**src/rtl/axis_pkg.sv**
```systemverilog
// Shared definitions for the round-robin packet arbiter and the stream mux it feeds.
// Select codes are shared with the downstream mux.
// The arbiter FSM has two states.
package axis_pkg;

  localparam logic [1:0] SEL_S0 = 2'b00;
  localparam logic [1:0] SEL_S1 = 2'b01;

  typedef enum logic {
    ST_IDLE,
    ST_GRANT
  } state_t;

endpackage

```
**src/rtl/axis_rr_packet_arbiter_if.sv**
```systemverilog
// AXI-Stream channel bundle (tdata/tvalid/tlast/tready).
// master drives data/valid/last and samples ready.
// slave samples data/valid/last and drives ready.
interface axis_rr_packet_arbiter_if #(
  parameter int DATA_WIDTH = 8
);

  logic [DATA_WIDTH-1:0] tdata;
  logic                  tvalid;
  logic                  tlast;
  logic                  tready;

  modport master (output tdata, output tvalid, output tlast, input tready);
  modport slave  (input tdata, input tvalid, input tlast, output tready);

endinterface

```
**src/rtl/axis_out_reg.sv**
```systemverilog
// Single-entry AXI-Stream register slice: in_* loads out_*, out_* holds until taken.
// Latency: 1 cycle from accepted input beat to out_tvalid; 1 beat/cycle when out_tready stays high.
// Backpressure: in_tready = !out_tvalid || out_tready (combinational, no skid entry).
module axis_out_reg #(
  parameter int DATA_WIDTH = 8
) (
  input  logic                  clk,
  input  logic                  rst_n,
  input  logic [DATA_WIDTH-1:0] in_tdata,
  input  logic                  in_tvalid,
  input  logic                  in_tlast,
  output logic                  in_tready,
  output logic [DATA_WIDTH-1:0] out_tdata,
  output logic                  out_tvalid,
  output logic                  out_tlast,
  input  logic                  out_tready
);

  // Register can take a new beat when empty or when its current beat leaves this cycle.
  assign in_tready = !out_tvalid || out_tready;

  always_ff @(posedge clk) begin
    if (!rst_n) begin
      out_tvalid <= 1'b0;
      out_tdata  <= '0;
      out_tlast  <= 1'b0;
    end else if (in_tvalid && in_tready) begin
      out_tvalid <= 1'b1;
      out_tdata  <= in_tdata;
      out_tlast  <= in_tlast;
    end else if (out_tready) begin
      out_tvalid <= 1'b0;
    end
  end

endmodule

```
**src/rtl/axis_rr_packet_arbiter.sv**
```systemverilog
// Two-source AXI-Stream arbiter, round-robin per packet, grant locked first beat through tlast.
// Latency: grant 1 cycle after tvalid in IDLE, first beat on m_* 1 cycle after that; 1 dead cycle between packets.
// Backpressure: granted tready follows m_tready combinationally; non-granted source always sees tready=0.
// Ports: clk, rst_n (sync, active-low), s0/s1 slave streams, m master stream, select (grant code), busy (in GRANT).
module axis_rr_packet_arbiter #(
  parameter int DATA_WIDTH  = 8,
  parameter int NUM_STREAMS = 2
) (
  input  logic                          clk,
  input  logic                          rst_n,
  axis_rr_packet_arbiter_if.slave       s0,
  axis_rr_packet_arbiter_if.slave       s1,
  axis_rr_packet_arbiter_if.master      m,
  output logic [NUM_STREAMS-1:0]        select,
  output logic                          busy
);

  import axis_pkg::*;

  generate
    if (NUM_STREAMS != 2) begin : g_bad_num_streams
      $error("axis_rr_packet_arbiter supports NUM_STREAMS == 2 only");
    end
  endgenerate

  state_t                state;
  logic                  ptr;        // source holding priority on a tie: 0 = s0, 1 = s1
  logic                  gnt;        // granted source index, taken from the select code
  logic [DATA_WIDTH-1:0] gnt_tdata;
  logic                  gnt_tvalid;
  logic                  gnt_tlast;
  logic                  gnt_tready;
  logic                  slice_rdy;
  logic                  accept;

  assign gnt = select[0];

  assign gnt_tdata  = gnt ? s1.tdata : s0.tdata;
  assign gnt_tlast  = gnt ? s1.tlast : s0.tlast;
  // Valid into the slice is gated by GRANT so nothing is loaded during the IDLE gap.
  assign gnt_tvalid = (state == ST_GRANT) && (gnt ? s1.tvalid : s0.tvalid);
  assign gnt_tready = (state == ST_GRANT) && slice_rdy;
  assign accept     = gnt_tvalid && gnt_tready;

  assign s0.tready = gnt_tready && !gnt;
  assign s1.tready = gnt_tready && gnt;

  always_ff @(posedge clk) begin
    if (!rst_n) begin
      state  <= ST_IDLE;
      ptr    <= 1'b0;
      select <= SEL_S0;
      busy   <= 1'b0;
    end else begin
      case (state)
        ST_IDLE: begin
          if (s0.tvalid || s1.tvalid) begin
            state <= ST_GRANT;
            busy  <= 1'b1;
            // s1 wins when it is the only requester, or on a tie when it holds priority.
            if (s1.tvalid && (!s0.tvalid || ptr)) select <= SEL_S1;
            else                                  select <= SEL_S0;
          end
        end
        ST_GRANT: begin
          if (accept && gnt_tlast) begin
            state <= ST_IDLE;
            busy  <= 1'b0;
            ptr   <= !gnt;
          end
        end
        default: state <= ST_IDLE;
      endcase
    end
  end

  axis_out_reg #(
    .DATA_WIDTH (DATA_WIDTH)
  ) u_out_reg (
    .clk        (clk),
    .rst_n      (rst_n),
    .in_tdata   (gnt_tdata),
    .in_tvalid  (gnt_tvalid),
    .in_tlast   (gnt_tlast),
    .in_tready  (slice_rdy),
    .out_tdata  (m.tdata),
    .out_tvalid (m.tvalid),
    .out_tlast  (m.tlast),
    .out_tready (m.tready)
  );

endmodule

```
**src/flat_wrapper.sv**
```systemverilog
// flat-port wrapper written by rule: the top's interface ports become plain ports
module axis_rr_packet_arbiter_flat import axis_pkg::*;
#(
  parameter int DATA_WIDTH  = 8,
  parameter int NUM_STREAMS = 2
)
  (clk, rst_n, select, busy, s0_tdata, s0_tvalid, s0_tlast, s0_tready, s1_tdata, s1_tvalid, s1_tlast, s1_tready, m_tdata, m_tvalid, m_tlast, m_tready);
  axis_rr_packet_arbiter_if #(.DATA_WIDTH(DATA_WIDTH)) s0_i ();
  axis_rr_packet_arbiter_if #(.DATA_WIDTH(DATA_WIDTH)) s1_i ();
  axis_rr_packet_arbiter_if #(.DATA_WIDTH(DATA_WIDTH)) m_i ();
  input  logic clk;
  input  logic rst_n;
  output logic [NUM_STREAMS-1:0] select;
  output logic busy;
  input wire logic [$bits(s0_i.tdata)-1:0] s0_tdata;
  input wire logic [$bits(s0_i.tvalid)-1:0] s0_tvalid;
  input wire logic [$bits(s0_i.tlast)-1:0] s0_tlast;
  output wire logic [$bits(s0_i.tready)-1:0] s0_tready;
  input wire logic [$bits(s1_i.tdata)-1:0] s1_tdata;
  input wire logic [$bits(s1_i.tvalid)-1:0] s1_tvalid;
  input wire logic [$bits(s1_i.tlast)-1:0] s1_tlast;
  output wire logic [$bits(s1_i.tready)-1:0] s1_tready;
  output wire logic [$bits(m_i.tdata)-1:0] m_tdata;
  output wire logic [$bits(m_i.tvalid)-1:0] m_tvalid;
  output wire logic [$bits(m_i.tlast)-1:0] m_tlast;
  input wire logic [$bits(m_i.tready)-1:0] m_tready;
  assign s0_i.tdata = s0_tdata;
  assign s0_i.tvalid = s0_tvalid;
  assign s0_i.tlast = s0_tlast;
  assign s0_tready = s0_i.tready;
  assign s1_i.tdata = s1_tdata;
  assign s1_i.tvalid = s1_tvalid;
  assign s1_i.tlast = s1_tlast;
  assign s1_tready = s1_i.tready;
  assign m_tdata = m_i.tdata;
  assign m_tvalid = m_i.tvalid;
  assign m_tlast = m_i.tlast;
  assign m_i.tready = m_tready;
  axis_rr_packet_arbiter #(.DATA_WIDTH(DATA_WIDTH), .NUM_STREAMS(NUM_STREAMS)) u_core (.clk(clk), .rst_n(rst_n), .s0(s0_i), .s1(s1_i), .m(m_i), .select(select), .busy(busy));
endmodule
```
**config.mk**
```make
export PLATFORM = sky130hd
export DESIGN_NAME = axis_rr_packet_arbiter_flat
export DESIGN_NICKNAME = d
export VERILOG_FILES = /design/src/rtl/axis_pkg.sv /design/src/rtl/axis_rr_packet_arbiter_if.sv /design/src/rtl/axis_out_reg.sv /design/src/rtl/axis_rr_packet_arbiter.sv /design/src/flat_wrapper.sv
export SDC_FILE = /design/constraint.sdc
export NUM_CORES = 1
export LEC_CHECK = 0
export CAP_MARGIN = 20
export CORE_MARGIN = 2
export CORE_UTILIZATION = 30
export DETAILED_ROUTE_END_ITERATION = 10
export PLACE_DENSITY = 0.7
export SLEW_MARGIN = 0
export SYNTH_ARGS = -nofsm -noshare
export SYNTH_HDL_FRONTEND = slang
export SYNTH_SLANG_ARGS = --single-unit
```
**constraint.sdc**
```tcl
create_clock -name clk -period 1.75 [get_ports clk]
set_input_delay 0.2625 -clock clk [delete_from_list [all_inputs] [get_ports clk]]
set_output_delay 0.2625 -clock clk [all_outputs]
set_load 0.05 [all_outputs]
```
==> results.md, run 1 <==
| Quantity | Reported |
| --- | --- |
| Run status | finished, final reports clean |
| Count of endpoints failing hold in the final timing report | 0 |
| Largest clock skew in the final design | 0.00689 ns |
| Antenna fix cells | 0 |
| F_max | 588 MHz |
| Share of post-route cells with drive strength above 1 | 18.8% |
| Max Fanout on Critical Path | 2 |
| Final hold slack | 0.488 ns |
| Cell with the largest stage delay on the worst path | clkdlybuf4s50_1 |
| Ports placed on the boundary | 38 |
| CTS tree | yes |
| Die height | 53.0 um |
| Transition at the pin with the smallest max-transition slack | 0.511 ns |
| Logic depth of the worst path, buffers included | 1 |
| Wire length of the first global-routing pass | 3310 um |
| Number of warning messages in the yosys log | 0 |
| End point of the critical path | m_tdata[3] |
| Root buffer cell | clkbuf_4 |
| Tcrit/Tclk final | 97.2% |
| Buffers and inverters on the worst path | 1 |
| Leakage dissipation | 0.443 nW |
| Startpoint of the most critical setup path | u_core.u_out_reg.out_tdata[3]$_SDFFE_PN0P_ |
| Library cell occupying the most area in the post-synthesis netlist | dfxtp_1 |
| DRT Pass-1 Iters | 4 |
| List of cells traversed by the critical path | clkdlybuf4s50_1 |
| Max-cap check violation count | 0 |
| Critical path startpoint category | flip-flop |
| Clock Sinks | 14 |
| Final net count | 136 |
| M3 GR Usage | 5.08% |
| Worst flop-to-flop path startpoint | u_core.select[0]$_SDFFE_PN0P_ |
| Drt total wl | 2020 um |
| Remaining number of nets flagged by the antenna check after routing | 0 |
| Total non-filler cell area in the finished layout | 1180 um^2 |
| Critical path class | flip-flop to output pin |
| Half-perimeter wire length of the detailed placement result | 1600 um |
| Sequential element share of the synthesized area | 39.0% |
| Global-route track usage on met1 | 17.4% |
| Worst supply voltage drop on vdd | 610 uV |
| Setup slack on the worst flop-to-flop path | 0.34 ns |
| Setup TNS Final | 0 ns |
| Main area contributors after synthesis | dfxtp_1, mux2i_1, a211oi_1 |
| Initial DRC count | 5 |
| Worst setup EP type | output pin |
| Clock transition at the registers of the reported paths | 0.09 ns |
| Number of CTS-inserted buffers | 3 |
| Top cells by instance count after synthesis | dfxtp_1, a211oi_1, a31oi_1, mux2i_1 |
| Length in cells of the worst reg-to-reg path | 3 |
| Reg-to-Reg End | u_core.u_out_reg.out_tdata[3]$_SDFFE_PN0P_ |
| Maximum cell stage delay along the critical path | 0.81 ns |
| Total area of multi-input combinational cells | 392 um^2 |
| Layout filler cell count | 220 |
| Relative max-transition margin | 65.9% |
| Maximum number of pins on one net before global-route repair | 14 |
| Data required time of the critical path | 1.49 ns |
| Async set-reset flop share out of synthesis | 0% |
| Die X | 53.0 um |
| Post CTS Setup Buffer Count | 0 |
| Buffers on Ports | 36 |
| Mapped Cells | 72 |
| Post-Synthesis Net Count | 95 |
| Sequential standard cell area | 280 um^2 |
| Hold Startpoint | u_core.busy$_SDFFE_PN0P_ |
| Count of placed standard cells in the final layout, fillers left out | 140 |
| CP delay by family, top | buffers and inverters |
| Type of the worst min-delay path | flip-flop to flip-flop |
| Final Max Tran Viols | 0 |
| Top cell type's share of synthesized area | 39.0% |
| Overflow left after global routing | 0 |
| Number of vias per cell | 5.11 |
| Per-instance average area after synthesis | 9.99 um^2 |
| DRC violation count after routing | 0 |
| Layout overhead on the synthesized area | 64.7% |
| Detail-routed net length per standard cell | 14.5 um |
| Routability cong. | 0.745 |
| Antenna violations before repair | 0 |
| Total setup violations reported at the end of the flow | 0 |
| Netlist Area Pre-Place | 719 um^2 |
| Top-count cell post-synth | dfxtp_1 |
| Top flip-flop cell by instance count after synthesis | dfxtp_1 |
| Area after detailed placement | 1150 um^2 |
| Pwr per Cell Area | 792 nW/um^2 |
| Via count of the routed design | 715 |
| Die Area | 2810 um^2 |
| H-tree levels | 1 |
| Library cells used by synthesis | 24 |
| Floorplan Core Area | 2230 um^2 |
| Via count of the first global-routing pass | 750 |
| Number of flip-flops and latches in the synthesized netlist | 14 |
| Worst skew pair latency | 0.28 ns |
| Shortest clock period the worst path allows after layout | 1.70 ns |
| RSZ-0062 raised after global routing | no |
| Site row count | 17 |
| Met2 global-route usage | 31.0% |
| Combined global-route utilization of all metal layers | 16.3% |
| Arrival @ worst endpoint | 1.44 ns |
| Post-synth EDFFs | 0 |
| Highest-utilization routing layer at the global route stage | met2 |
| Inst Count DP | 136 |
| Clock buffer depth | 2 |
| Initial cell density of the core | 32.2% |
==> power breakdown <==
part           leakage (nW)  switching, mW  internal [mW]
combinational         0.307          0.188          0.149
sequential            0.115         0.0214          0.346
clock                0.0210          0.108          0.127
total                 0.443          0.317          0.621
==> layer usage <==
metal	wire (um)	share of wire, %
met1	810	40
met2	1100	54
met3	107	5.3
met4	10	0.49
met5	0	0
==> layout make-up <==
type                            count  share of cell area [%]
Timing Repair Buffer               42                    36.3
Clock buffer                        4                    3.06
Multi-Input combinational cell     49                    33.1
Inverter                            3                   0.950
Sequential cell                    14                    23.7
Tap cell                           28                    2.96
==> tightest hold or removal path: stages (launching register included) <==
cell,delay [ns]
dfxtp_1,0.32
nand2_1,0.05
o32ai_1,0.07
==> timing repair <==
action	CTS	global route
hold buffers	0	0
gates resized for setup	0	1
setup endpoints to repair	0	1
==> cells by family after synthesis <==
logic type / after synthesis / share of synthesized area (%)
flops: 14 / 39.0
compound gates: 25 / 23.8
simple gates: 12 / 12.0
buf+inv: 9 / 6.96
mux: 11 / 17.7
other cells: 1 / 0.521
==> sequential cells by signal, summed over array words and instances, names as in the netlist <==
register	cells
u_core.ptr	1
u_core.u_out_reg.out_tlast	1
u_core.select	1
u_core.u_out_reg.out_tdata	8
u_core.u_out_reg.out_tvalid	1
u_core.busy	1
u_core.state	1
==> stage by stage <==
stage | utilization, % | setup WS (ns) | power (mW)
floorplan | - | 0.00488 | 0.572
global placement | 51.3 | 0.167 | 0.705
detailed placement | 51.3 | 0.137 | 0.714
CTS | 52.9 | 0.0291 | 0.948
global route | 53.1 | 0.00445 | 0.985
finish | 53.1 | 0.0489 | 0.938
==> cells in the final DEF, fill, tap and decap left out <==
master | synthesis | final
buf_12 | 0 | 3
a211oi_1 | 10 | 10
nand2b_1 | 1 | 1
mux2i_4 | 1 | 1
dfxtp_1 | 14 | 14
nor2_1 | 3 | 2
clkdlybuf4s50_1 | 0 | 29
nand3b_1 | 1 | 1
nand2_1 | 3 | 3
a21oi_1 | 2 | 2
mux2i_1 | 9 | 9
o211ai_1 | 1 | 1
mux2_4 | 1 | 1
and3_1 | 1 | 1
clkbuf_4 | 0 | 3
inv_1 | 3 | 3
dlymetal6s2s_1 | 0 | 1
o21ai_0 | 1 | 1
nor4_4 | 1 | 1
conb_1 | 1 | 1
nor2b_1 | 1 | 1
nor2_2 | 0 | 1
nor3_4 | 1 | 1
o32ai_1 | 2 | 2
buf_4 | 2 | 9
clkbuf_8 | 0 | 1
a31oi_1 | 9 | 9
==> worst min path at each step <==
| stage | to | slack [ns] | cells past startpoint |
|---|---|---|---|
| 6_report | u_core.busy$_SDFFE_PN0P_ | 0.49 | 2 |
| 5_1_grt | u_core.ptr$_SDFFE_PN0P_ | 0.52 | 2 |
| 4_1_cts | u_core.ptr$_SDFFE_PN0P_ | 0.49 | 2 |
| 3_5_place_dp | u_core.busy$_SDFFE_PN0P_ | 0.47 | 2 |
| 3_3_place_gp | u_core.ptr$_SDFFE_PN0P_ | 0.46 | 2 |
| 2_1_floorplan | u_core.ptr$_SDFFE_PN0P_ | 0.42 | 2 |
(Power assumes the default switching activity.)
==> inputs of run 2 (changes only) <==
--- a/config.mk
+++ b/config.mk
@@ -5,11 +5,12 @@
 export SDC_FILE = /design/constraint.sdc
 export NUM_CORES = 1
 export LEC_CHECK = 0
-export CAP_MARGIN = 20
+export CELL_PAD_IN_SITES_DETAIL_PLACEMENT = 1
+export CELL_PAD_IN_SITES_GLOBAL_PLACEMENT = 1
 export CORE_MARGIN = 2
-export CORE_UTILIZATION = 30
+export CORE_UTILIZATION = 29
 export DETAILED_ROUTE_END_ITERATION = 10
-export PLACE_DENSITY = 0.7
+export PLACE_DENSITY = 0.88
 export SLEW_MARGIN = 0
 export SYNTH_ARGS = -nofsm -noshare
 export SYNTH_HDL_FRONTEND = slang
==> results.md, run 2 (synthesized netlist as in run 1, its figures left out) <==
| Quantity | Reported |
| --- | --- |
| Global-route track usage on met1 | 16.5% |
| Final net count | 135 |
| Via count of the routed design | 719 |
| Clock transition at the registers of the reported paths | 0.09 ns |
| Wire length of the first global-routing pass | 3340 um |
| Post-layout power | 0.890 mW |
| Drt total wl | 2080 um |
| Biggest register | u_core.u_out_reg.out_tdata |
| Met2 global-route usage | 31.5% |
| Initial DRC count | 11 |
| Most frequent standard cell in the layout excluding fill and tap cells | clkdlybuf4s50_1 |
| Root buffer cell | clkbuf_4 |
| Worst skew pair latency | 0.28 ns |
| Floorplan Core Area | 2410 um^2 |
| Type of the worst min-delay path | flip-flop to flip-flop |
| Flip-flop count of the largest register after layout | 8 |
| Half-perimeter wire length of the detailed placement result | 1600 um |
| Share of post-route cells with drive strength above 1 | 18.2% |
| Site row count | 18 |
| Arrival @ worst endpoint | 1.42 ns |
| Final hold slack | 0.485 ns |
| Routability cong. | 0.730 |
| Antenna violations before repair | 0 |
| Ports placed on the boundary | 38 |
| Count of placed standard cells in the final layout, fillers left out | 140 |
| Maximum cell stage delay along the critical path | 0.80 ns |
| F_max | 594 MHz |
| List of cells traversed by the critical path | clkdlybuf4s50_1 |
| Number of vias per cell | 5.14 |
| DRC violation count after routing | 0 |
| DRT Pass-1 Iters | 4 |
| Detail-routed net length per standard cell | 14.8 um |
| Highest-utilization routing layer at the global route stage | met2 |
| Die height | 53.8 um |
| Via count of the first global-routing pass | 731 |
| Most frequent cells in the layout | clkdlybuf4s50_1, dfxtp_1, a211oi_1 |
| Area after detailed placement | 1140 um^2 |
| Inst Count DP | 137 |
| Run status | finished, final reports clean |
| Max Fanout on Critical Path | 2 |
| Worst supply voltage drop on vdd | 352 uV |
| Overflow left after global routing | 0 |
| Setup TNS Final | 0 ns |
| CP delay by family, top | buffers and inverters |
| Transition at the pin with the smallest max-transition slack | 0.526 ns |
| H-tree levels | 1 |
| Combined global-route utilization of all metal layers | 16.6% |
| Count of endpoints failing hold in the final timing report | 0 |
| Buffers on Ports | 36 |
| RSZ-0062 raised after global routing | no |
| Clock Sinks | 14 |
| Relative max-transition margin | 64.9% |
| Remaining number of nets flagged by the antenna check after routing | 0 |
| Buffers and inverters on the worst path | 1 |
| Critical path class | flip-flop to output pin |
| Layout overhead on the synthesized area | 61.7% |
| Total non-filler cell area in the finished layout | 1160 um^2 |
| Initial cell density of the core | 29.9% |
| Antenna fix cells | 0 |
| Pwr per Cell Area | 765 nW/um^2 |
| Max-cap check violation count | 0 |
| Largest clock skew in the final design | 0.00367 ns |
| Critical path startpoint category | flip-flop |
| Core Util, Final | 48.3% |
| Final Max Tran Viols | 0 |
| Leakage dissipation | 0.434 nW |
| Cell with the largest stage delay on the worst path | clkdlybuf4s50_1 |
| M3 GR Usage | 2.50% |
| Maximum number of pins on one net before global-route repair | 14 |
| CTS tree | yes |
| Worst setup EP type | output pin |
| Number of CTS-inserted buffers | 3 |
| Shortest clock period the worst path allows after layout | 1.68 ns |
| Total setup violations reported at the end of the flow | 0 |
| Tcrit/Tclk final | 96.2% |
| Clock buffer depth | 2 |
| Die Area | 2890 um^2 |
| Post-route setup slack | 0.0659 ns |
| Post-placement setup slack | 0.0894 ns |
| Data required time of the critical path | 1.49 ns |
| Die X | 53.8 um |
==> run 2: area by class of cell <==
cell class,count,area [um^2]
Fill cell,274,1250
Clock buffer,3,22.5
Multi-Input combinational cell,49,392
Timing Repair Buffer,41,420
Inverter,3,11.3
Tap cell,30,37.5
Sequential cell,14,280
==> run 2: where the power goes <==
| part | total (mW) | switching [mW] | leakage (nW) | internal (mW) |
|---|---|---|---|---|
| sequential | 0.367 | 0.0217 | 0.115 | 0.345 |
| clock | 0.187 | 0.107 | 0.0138 | 0.0800 |
| combinational | 0.335 | 0.188 | 0.305 | 0.148 |
| total | 0.890 | 0.317 | 0.434 | 0.573 |
==> run 2: layer usage <==
layer  part of all wire (%)  up-vias  wire (um)
met2                     57       21       1190
met1                     36      347        753
met3                    4.4        4         92
li1                       -      347          -
met5                      0        -          0
met4                    2.0        0         41
==> run 2: worst paths after layout <==
path	start	endpoint	slack [ns]	depth (start not counted)
hold / removal	u_core.busy$_SDFFE_PN0P_	u_core.busy$_SDFFE_PN0P_	0.48	2
setup reg to reg	u_core.select[0]$_SDFFE_PN0P_	u_core.u_out_reg.out_tdata[4]$_SDFFE_PN0P_	0.30	3
hold reg to reg	u_core.busy$_SDFFE_PN0P_	u_core.busy$_SDFFE_PN0P_	0.48	2
setup / recovery	u_core.busy$_SDFFE_PN0P_	busy	0.07	1
==> run 2: what timing repair did <==
action | CTS | global route
endpoints found under the setup margin | 0 | 1
buffers inserted | 0 | 0
hold buffers | 0 | 0
resized for setup | 0 | 1
